`src/rtl/arith_float_pkg.sv`:
```
// Shared float-format helpers for the arith library: field widths, the
// canonical quiet NaN pattern and the min/max operation encoding.
package arith_float_pkg;

  localparam logic OP_MIN = 1'b0;
  localparam logic OP_MAX = 1'b1;

  function automatic int exp_width(input int dw);
    case (dw)
      32'd16:  return 32'd5;
      32'd32:  return 32'd8;
      32'd64:  return 32'd11;
      default: return 32'd8;
    endcase
  endfunction

  function automatic int man_width(input int dw);
    return dw - 32'd1 - exp_width(dw);
  endfunction

  // Sign 0, exponent all ones, mantissa MSB set, remaining mantissa bits 0.
  function automatic logic [63:0] canonical_qnan(input int dw);
    logic [63:0] q;
    int          e;
    int          m;
    e = exp_width(dw);
    m = man_width(dw);
    q = ((64'd1 << e) - 64'd1) << m;
    q = q | (64'd1 << (m - 32'd1));
    return q;
  endfunction

endpackage

```
`src/rtl/fp_minmax_core.sv`:
```
// Combinational IEEE-754 min/max selector with defined NaN and signed-zero
// ordering; shared with future clamp-style operators.
module fp_minmax_core
  import arith_float_pkg::*;
#(
  parameter int DATA_WIDTH    = 32,
  parameter int CANONICAL_NAN = 1
) (
  input  logic [DATA_WIDTH-1:0] a,
  input  logic [DATA_WIDTH-1:0] b,
  input  logic                  op_max,
  output logic [DATA_WIDTH-1:0] y,
  output logic                  is_nan
);

  localparam int EW = exp_width(DATA_WIDTH);
  localparam int MW = man_width(DATA_WIDTH);
  localparam logic [63:0] QNAN_FULL = canonical_qnan(DATA_WIDTH);
  localparam logic [DATA_WIDTH-1:0] QNAN = QNAN_FULL[DATA_WIDTH-1:0];
  localparam logic [DATA_WIDTH-1:0] QUIET_BIT = {{(EW + 1){1'b0}}, 1'b1, {(MW - 1){1'b0}}};

  logic a_nan_s;
  logic b_nan_s;
  logic a_lt_b_s;
  logic sel_a_s;

  assign a_nan_s = (&a[DATA_WIDTH-2 -: EW]) && (|a[MW-1:0]);
  assign b_nan_s = (&b[DATA_WIDTH-2 -: EW]) && (|b[MW-1:0]);

  // Total order on non-NaN operands: sign first, then magnitude (reversed when negative).
  always_comb begin
    a_lt_b_s = 1'b0;
    if (a[DATA_WIDTH-1] != b[DATA_WIDTH-1]) begin
      a_lt_b_s = a[DATA_WIDTH-1];
    end else if (!a[DATA_WIDTH-1]) begin
      a_lt_b_s = (a[DATA_WIDTH-2:0] < b[DATA_WIDTH-2:0]);
    end else begin
      a_lt_b_s = (a[DATA_WIDTH-2:0] > b[DATA_WIDTH-2:0]);
    end
  end

  assign sel_a_s = (a == b) || ((op_max == OP_MAX) ? !a_lt_b_s : a_lt_b_s);

  // Result select: NaN propagation overrides the ordered pick.
  always_comb begin
    is_nan = a_nan_s || b_nan_s;
    y      = sel_a_s ? a : b;
    if (is_nan) begin
      if (CANONICAL_NAN != 0) begin
        y = QNAN;
      end else if (a_nan_s) begin
        y = a | QUIET_BIT;
      end else begin
        y = b | QUIET_BIT;
      end
    end else begin
      y = sel_a_s ? a : b;
    end
  end

endmodule

```
`src/rtl/minmaxf_pipe.sv`:
```
// Elastic float min/max operator: joins lhs/rhs, computes the selection and
// carries it through LATENCY stallable stages whose bubbles collapse.
module minmaxf_pipe
  import arith_float_pkg::*;
#(
  parameter int DATA_WIDTH    = 32,
  parameter int LATENCY       = 2,
  parameter int CANONICAL_NAN = 1
) (
  input  logic                  clk,
  input  logic                  rst,
  input  logic [DATA_WIDTH-1:0] lhs,
  input  logic                  lhs_op_max,
  input  logic                  lhs_valid,
  output logic                  lhs_ready,
  input  logic [DATA_WIDTH-1:0] rhs,
  input  logic                  rhs_valid,
  output logic                  rhs_ready,
  output logic [DATA_WIDTH-1:0] result,
  output logic                  result_valid,
  input  logic                  result_ready
);

  if (!(DATA_WIDTH == 16 || DATA_WIDTH == 32 || DATA_WIDTH == 64)) begin : g_bad_width
    $error("minmaxf_pipe: DATA_WIDTH must be 16, 32 or 64");
  end
  if (LATENCY < 1 || LATENCY > 8) begin : g_bad_latency
    $error("minmaxf_pipe: LATENCY must be in 1..8");
  end

  logic [LATENCY-1:0]    v_r;
  logic [DATA_WIDTH-1:0] d_r [LATENCY];
  logic [LATENCY-1:0]    adv_s;
  logic                  fire_s;
  logic [DATA_WIDTH-1:0] y_s;
  logic                  nan_unused_s;

  fp_minmax_core #(
    .DATA_WIDTH    (DATA_WIDTH),
    .CANONICAL_NAN (CANONICAL_NAN)
  ) u_core (
    .a      (lhs),
    .b      (rhs),
    .op_max (lhs_op_max),
    .y      (y_s),
    .is_nan (nan_unused_s)
  );

  // Ready chain: a stage may load when it is empty or the stage ahead moves.
  always_comb begin
    adv_s = '0;
    adv_s[LATENCY-1] = !v_r[LATENCY-1] || result_ready;
    for (int i = LATENCY - 2; i >= 0; i--) begin
      adv_s[i] = !v_r[i] || adv_s[i+1];
    end
  end

  assign fire_s    = lhs_valid && rhs_valid && adv_s[0];
  assign lhs_ready = adv_s[0] && rhs_valid;
  assign rhs_ready = adv_s[0] && lhs_valid;

  // Stage registers; data only moves with a valid token to limit toggling.
  always_ff @(posedge clk or negedge rst) begin
    if (!rst) begin
      v_r <= '0;
      for (int i = 0; i < LATENCY; i++) begin
        d_r[i] <= '0;
      end
    end else begin
      if (adv_s[0]) begin
        v_r[0] <= fire_s;
        if (fire_s) begin
          d_r[0] <= y_s;
        end
      end
      for (int i = 1; i < LATENCY; i++) begin
        if (adv_s[i]) begin
          v_r[i] <= v_r[i-1];
          if (v_r[i-1]) begin
            d_r[i] <= d_r[i-1];
          end
        end
      end
    end
  end

  assign result       = d_r[LATENCY-1];
  assign result_valid = v_r[LATENCY-1];

endmodule

```
`config.mk`:
```
export PLATFORM = sky130hd
export DESIGN_NAME = minmaxf_pipe
export DESIGN_NICKNAME = d
export VERILOG_FILES = /design/src/rtl/arith_float_pkg.sv /design/src/rtl/fp_minmax_core.sv /design/src/rtl/minmaxf_pipe.sv
export SDC_FILE = /design/constraint.sdc
export NUM_CORES = 1
export LEC_CHECK = 0
export ABC_AREA = 1
export CORE_ASPECT_RATIO = 0.5
export CORE_MARGIN = 2
export CORE_UTILIZATION = 42
export CTS_CLUSTER_DIAMETER = 60
export DETAILED_ROUTE_END_ITERATION = 7
export PLACE_DENSITY = 0.7
export RECOVER_POWER = 50
export SLEW_MARGIN = 30
export SYNTH_ARGS = -nofsm -noshare
export SYNTH_HDL_FRONTEND = slang
export SYNTH_SLANG_ARGS = --single-unit
```
`constraint.sdc`:
```
create_clock -name clk -period 2.2 [get_ports clk]
set_clock_uncertainty 0.05 [all_clocks]
set_input_delay 0.22 -clock clk [delete_from_list [all_inputs] [get_ports clk]]
set_output_delay 0.22 -clock clk [all_outputs]
set_load 0.01 [all_outputs]
```
==> results.cfg, run 1 <==
[placement]
place.port_buffers = 104
place_congestion = 0.902
dp_hpwl_mm = 8.25
preCtsSetupSlack_ps = -488

[route]
routed_wl_mm = 11.9
drc_errors = 0
vias = 3976
ant_nets = 0
drtPass1Iterations = 4
wl_per_cell_um = 14.0
via_per_inst = 4.69
drtIter0Drc = 269

[timing]
hold_viol = 0
slew_headroom_pct = 8.24
post-route-min-period_ps = 2140
worst_slack_ps = 62.0
tightest_slew_ps = 1380
drv_slew = 0
fin_crit_sh_pct = 97.2
final-setup-viol-count = 0
max_freq_mhz = 468

[pwr]
p_leak_nw = 3.28
p_int_mw = 3.23
max-vdd-ir-drop_mv = 0.379
pwr-share-comb_pct = 35.3
p_total_mw = 4.66
p_sw_share_pct = 30.6
power_density_nw_per_um2 = 737
clockPowerShare_pct = 28.2
p_switching_mw = 1.43
power_frac_seq_pct = 36.5

[yosys]
async_reset_ff_share_pct = 100
synth_edf_count = 0
synth_largest_area_cell = dfrtp_1
synthesis.nets = 659
yosysWarnings = 0
ys_dominant_reg_cell = dfrtp_1
yosysTopAreaCellShare_pct = 38.5
syn_area_per_cell_um2 = 7.69
syn_inst = 558
synth_cell_types = 28
ys_ff_latch = 66
syn_area_um2 = 4290
synth_area_leaders = dfrtp_1 39%, nand2_1 14%, ha_1 9.0%
yosysSeqAreaShare_pct = 38.5

[cells_and_area]
n_antenna_cell = 0
nFillCells = 858
areaGrowthSynthToFinish_pct = 47.5
fin_nets = 803
drive_gt1_share_pct = 33.5

[global_routing]
grt_pass1_wl_mm = 18.5
overflow = 0
antenna_found_initial = 0
grt_max_degree = 45
grt_pass1_vias = 3943
track_usage_pct = 21.5

[die]
placementRows = 26
die_x_um = 147
die_y_um = 75.5
initial_utilization_pct = 42.5
die_area_um2 = 11100
core_um2 = 10100
boundaryPins = 105

[setup_path]
r2r-end = result[21]
crit_type = input pin to flop
critical_path.startpoint_type = input pin
worstPathRequired_ps = 2410
crit_arrival_ps = 2350
reg2reg_depth = 4
critPathMaxFanout = 8
r2r-start = v_r[1]
r2r_slack_ps = 350
cp-end-kind = flop
crit_start = lhs[5]

[hold_path]
min_to = d_r[53]
min_from = rhs[21]
min_path_type = input pin to flop
hold_depth = 3

[clocking]
root_buffer = clkbuf_16
clockBufferDepth = 2
clock-sinks = 66
insertion_delay_ps = 340
numCtsBuffers = 9
htreeDepth = 3
tritoncts = built
clk_pin_slew_worst_paths_ps = 50

[run_status]
status = finished clean

[run]
drv_cap = 0
[critical path, stage by stage]
cell	delay (ps)
dlygate4sd2_1	280
ha_4	250
nand2_2	100
inv_1	60
a21oi_1	150
nand2_1	70
nand2_1	50
nand2_1	60
nand2_1	80
nand2_2	70
nand2_2	90
nand2_2	50
nand2_2	80
nand3_4	210
buf_12	230
nand2_2	60
nand2_2	60
o21ai_2	160
[kinds of logic (layout without fill, tap and decap cells)]
kind of cell	Yosys count	count (layout)	synth area share (%)
simple gates	249	249	25.0
buf+inv	143	292	15.9
flops	66	66	38.5
compound gates	46	46	5.54
fa+ha+maj	31	31	9.04
mux	22	22	5.78
xor+xnor	1	1	0.204
[flip-flops by register name, summed over array words and instances (netlist names)]
name and cells:
d_r 32, result 32, v_r 2
[power groups by stage]
stage | Combinational (mW) | Clock (mW) | Sequential, mW
2_1_floorplan | 1.00 | 0 | 1.66
3_3_place_gp | 1.49 | 0 | 1.71
3_5_place_dp | 1.51 | 0 | 1.72
4_1_cts | 1.59 | 1.34 | 1.70
5_1_grt | 1.81 | 1.38 | 1.75
6_report | 1.65 | 1.31 | 1.70
[synthesized netlist by cell type (3+ instances only)]
cell type  instances
nand3_1           14
mux2_2            22
ha_1              31
nor3_1             4
nand2_1          165
o21ai_0           10
clkbuf_1          10
inv_1             93
nor4_1             5
nand4_1           22
a21oi_1           10
dfrtp_1           66
o21ai_1           22
buf_4             34
buf_2              3
nor2_1            31
[through the flow]
step                      instance area (um2)  util, %  std cells  hold WS, ps  TNS, ps
final                                    6330     62.8        847         97.5        0
after global routing                     6330     62.8        847          111    -46.8
after CTS                                6240     61.9        842          262    -1.44
after detailed placement                 5720     56.7        820          202   -14650
after global placement                   5720     56.7        820          200   -13200
after floorplan                          4290        -        558         -126        0
[routing by layer]
| layer | vias to the layer above | routed length (um) | global-route usage (%) | share of wire [%] |
|---|---|---|---|---|
| met3 | 21 | 741 | 4.43 | 6.2 |
| li1 | 2021 | - | - | - |
| met4 | 0 | 235 | 6.09 | 2.0 |
| met5 | - | 0 | 0 | 0 |
| met2 | 108 | 5480 | 36.0 | 46 |
| met1 | 1826 | 5400 | 29.0 | 46 |
[worst max-delay path by stage]
stage                         end  slack (ps)  cells after the start
final                     d_r[47]          60                     18
after global routing      d_r[47]         -20                     18
after CTS                 d_r[50]          -1                     17
after detailed placement  d_r[46]        -490                     18
after global placement    d_r[33]        -440                     18
after floorplan           d_r[54]         240                     20
[placed cells by master (no fill, tap or decap), types with 11 or more instances in the layout]
master | netlist | final
inv_2 | 1 | 27
ha_4 | 0 | 21
mux2_2 | 22 | 22
nand2_2 | 2 | 16
nand2_1 | 165 | 151
clkdlybuf4s50_1 | 0 | 41
inv_1 | 93 | 67
nand4_1 | 22 | 22
o21ai_1 | 22 | 19
dfrtp_1 | 66 | 66
buf_4 | 34 | 69
nor2_1 | 31 | 27
clkbuf_2 | 0 | 37
nand3_1 | 14 | 11
[area by class of cell]
type / count / area [um2] / share of cell area, %
clock inverter: 4 / 27.5 / 0.435
sequential: 66 / 1650 / 26.1
tap: 140 / 175 / 2.77
clock buffer: 12 / 246 / 3.89
inverter: 94 / 353 / 5.58
multi-input combinational: 349 / 2340 / 37.0
timing repair buffer: 182 / 1540 / 24.3
[what timing repair did]
item | in CTS | in global routing
cloned | 2 | 1
gates resized for setup | 100 | 139
hold buffers | 1 | 0
setup endpoints to repair | 32 | 32
setup buffers | 3 | 4
pin swaps | 18 | 35
endpoints found under the hold margin | 22 | 0
Power figures use the tool's default switching activity.
==> run 2, diff against run 1 <==
--- a/config.mk
+++ b/config.mk
@@ -6,10 +6,12 @@
 export NUM_CORES = 1
 export LEC_CHECK = 0
 export ABC_AREA = 1
+export CAP_MARGIN = 20
 export CORE_ASPECT_RATIO = 0.5
 export CORE_MARGIN = 2
 export CORE_UTILIZATION = 42
 export CTS_CLUSTER_DIAMETER = 60
+export CTS_CLUSTER_SIZE = 12
 export DETAILED_ROUTE_END_ITERATION = 7
 export PLACE_DENSITY = 0.7
 export RECOVER_POWER = 50
==> constraint.sdc (replaced) <==
create_clock -name clk -period 2.7 [get_ports clk]
set_clock_uncertainty 0.05 [all_clocks]
set_input_delay 0.27 -clock clk [delete_from_list [all_inputs] [get_ports clk]]
set_output_delay 0.27 -clock clk [all_outputs]
set_load 0.01 [all_outputs]
==> results.cfg, run 2 (synthesis results as in run 1) <==
[clocking]
clk_pin_slew_worst_paths_ps = 50
htreeDepth = 3
root_buffer = clkbuf_16
insertion_delay_ps = 330
numCtsBuffers = 9
clockBufferDepth = 2
clock-sinks = 66
tritoncts = built

[placement]
place_congestion = 0.900
place.port_buffers = 104
dp_hpwl_mm = 8.08

[timing]
slew_headroom_pct = 12.7
fin_crit_sh_pct = 89.2
tightest_slew_ps = 1310
max_freq_mhz = 415
rsz0062_at_grt = no
final-setup-viol-count = 0
finalSetupTns_ps = 0
drv_slew = 0
hold_viol = 0
post-route-min-period_ps = 2410

[global_routing]
overflow = 0
antenna_found_initial = 0
track_usage_pct = 19.1
grt_pass1_wl_mm = 16.4
grt_pass1_vias = 3441
grt_max_degree = 44

[die]
die_y_um = 75.5
initial_utilization_pct = 42.5
die_x_um = 147
core_um2 = 10100
placementRows = 26
die_area_um2 = 11100
boundaryPins = 105

[pwr]
p_switching_mw = 1.07
p_int_mw = 2.76
power_density_nw_per_um2 = 670
p_leak_nw = 2.93
pwr-share-comb_pct = 30.4
power_frac_seq_pct = 36.2
p_sw_share_pct = 28.0
max-vdd-ir-drop_mv = 0.290
clockPowerShare_pct = 33.4

[route]
routed_wl_mm = 10.2
drc_errors = 0
drtPass1Iterations = 5
ant_nets = 0
vias = 3666
via_per_inst = 4.62
wl_per_cell_um = 12.9
drtIter0Drc = 212

[setup_path]
crit_arrival_ps = 2610
cp-end-kind = flop
reg2reg_depth = 4
r2r-end = result[8]
critPathMaxFanout = 32
worstPathRequired_ps = 2900
crit_type = input pin to flop
r2r-start = v_r[1]
r2r_slack_ps = 900
critical_path.startpoint_type = input pin

[cells_and_area]
areaGrowthSynthToFinish_pct = 33.1
drive_gt1_share_pct = 10.7
layout_commonest_cell = nand2_1
fin_nets = 750
most-common-layout-cells = 165 x nand2_1, 97 x clkdlybuf4s50_1, 93 x inv_1, 66 x dfrtp_1
utilization_pct = 56.6
n_antenna_cell = 0

[hold_path]
hold_depth = 2
min_path_type = flop to flop
min_from = result[30]
min_to = result[30]

[run]
drv_cap = 0

[run_status]
status = finished clean
[run 2: cell count changes in the layout (fill, tap and decap cells not counted), moves of 6 or more]
cell             previous run  this run
buf_4                      69        18
clkbuf_2                   37         3
clkdlybuf4s15_1             9         0
clkdlybuf4s50_1            41        97
dlygate4sd2_1               6         0
dlygate4sd3_1               1         7
dlymetal6s2s_1              8         0
ha_1                       10        31
ha_4                       21         0
inv_1                      67        93
inv_2                      27         1
nand2_1                   151       165
nand2_2                    16         2
[run 2: timing repair]
item / CTS / global route
resized for setup: 0 / 0
endpoints found under the hold margin: 11 / 0
endpoints found under the setup margin: 0 / 0
setup buffers: 0 / 0
hold buffers: 1 / 0
[run 2: power by group through the flow]
stage	Sequential, mW	Clock (mW)	Combinational (mW)
6_report	1.39	1.28	1.16
5_1_grt	1.42	1.34	1.29
4_1_cts	1.39	1.30	1.19
3_5_place_dp	1.41	0	1.18
3_3_place_gp	1.40	0	1.16
2_1_floorplan	1.36	0	0.816
[run 2: metrics by stage]
step	cell area (um2)	hold slack (ps)	instances	worst slack, ps	power [mW]
finish	5710	423	794	291	3.83
global route	5710	461	794	13.9	4.05
CTS	5720	302	794	295	3.89
detailed placement	5380	115	777	-27.0	2.59
global placement	5380	112	777	13.7	2.56
floorplan	4290	-75.6	558	686	2.17
[run 2: layout make-up]
| cell class | count | area [um2] |
|---|---|---|
| Clock buffer | 12 | 256 |
| Clock inverter | 4 | 73.8 |
| Fill cell | 949 | 4380 |
| Inverter | 94 | 353 |
| Multi-Input combinational cell | 349 | 1960 |
| Sequential cell | 66 | 1650 |
| Tap cell | 140 | 175 |
| Timing Repair Buffer | 129 | 1240 |
[run 2: worst max path at each step]
| stage | start | to | slack (ps) |
|---|---|---|---|
| 6_report | rhs[22] | d_r[47] | 290 |
| 2_1_floorplan | rhs[14] | d_r[54] | 690 |
| 3_5_place_dp | rhs[22] | d_r[32] | -30 |
| 4_1_cts | rhs[13] | d_r[47] | 290 |
| 5_1_grt | rhs[14] | d_r[39] | 10 |
| 3_3_place_gp | rhs[6] | d_r[45] | 10 |
[run 2: worst max-delay path: stages]
cell and delay (ps):
clkdlybuf4s50_1 500, inv_1 70, ha_1 290, nand2_1 60, nor2_1 120, nand4_1 140
nor3_1 160, nand2_1 70, nand2_1 70, nand2_1 60, nand2_2 60, nand2_1 60
nand2_2 80, nand3_4 120, buf_12 190, nand2_1 70, nand2_1 40, o21ai_1 130
[run 2: layer usage]
metal | track usage [%] | share of wire, %
met1 | 26.0 | 49
met2 | 31.0 | 45
met3 | 4.79 | 4.2
met4 | 5.56 | 1.3
met5 | 0 | 0
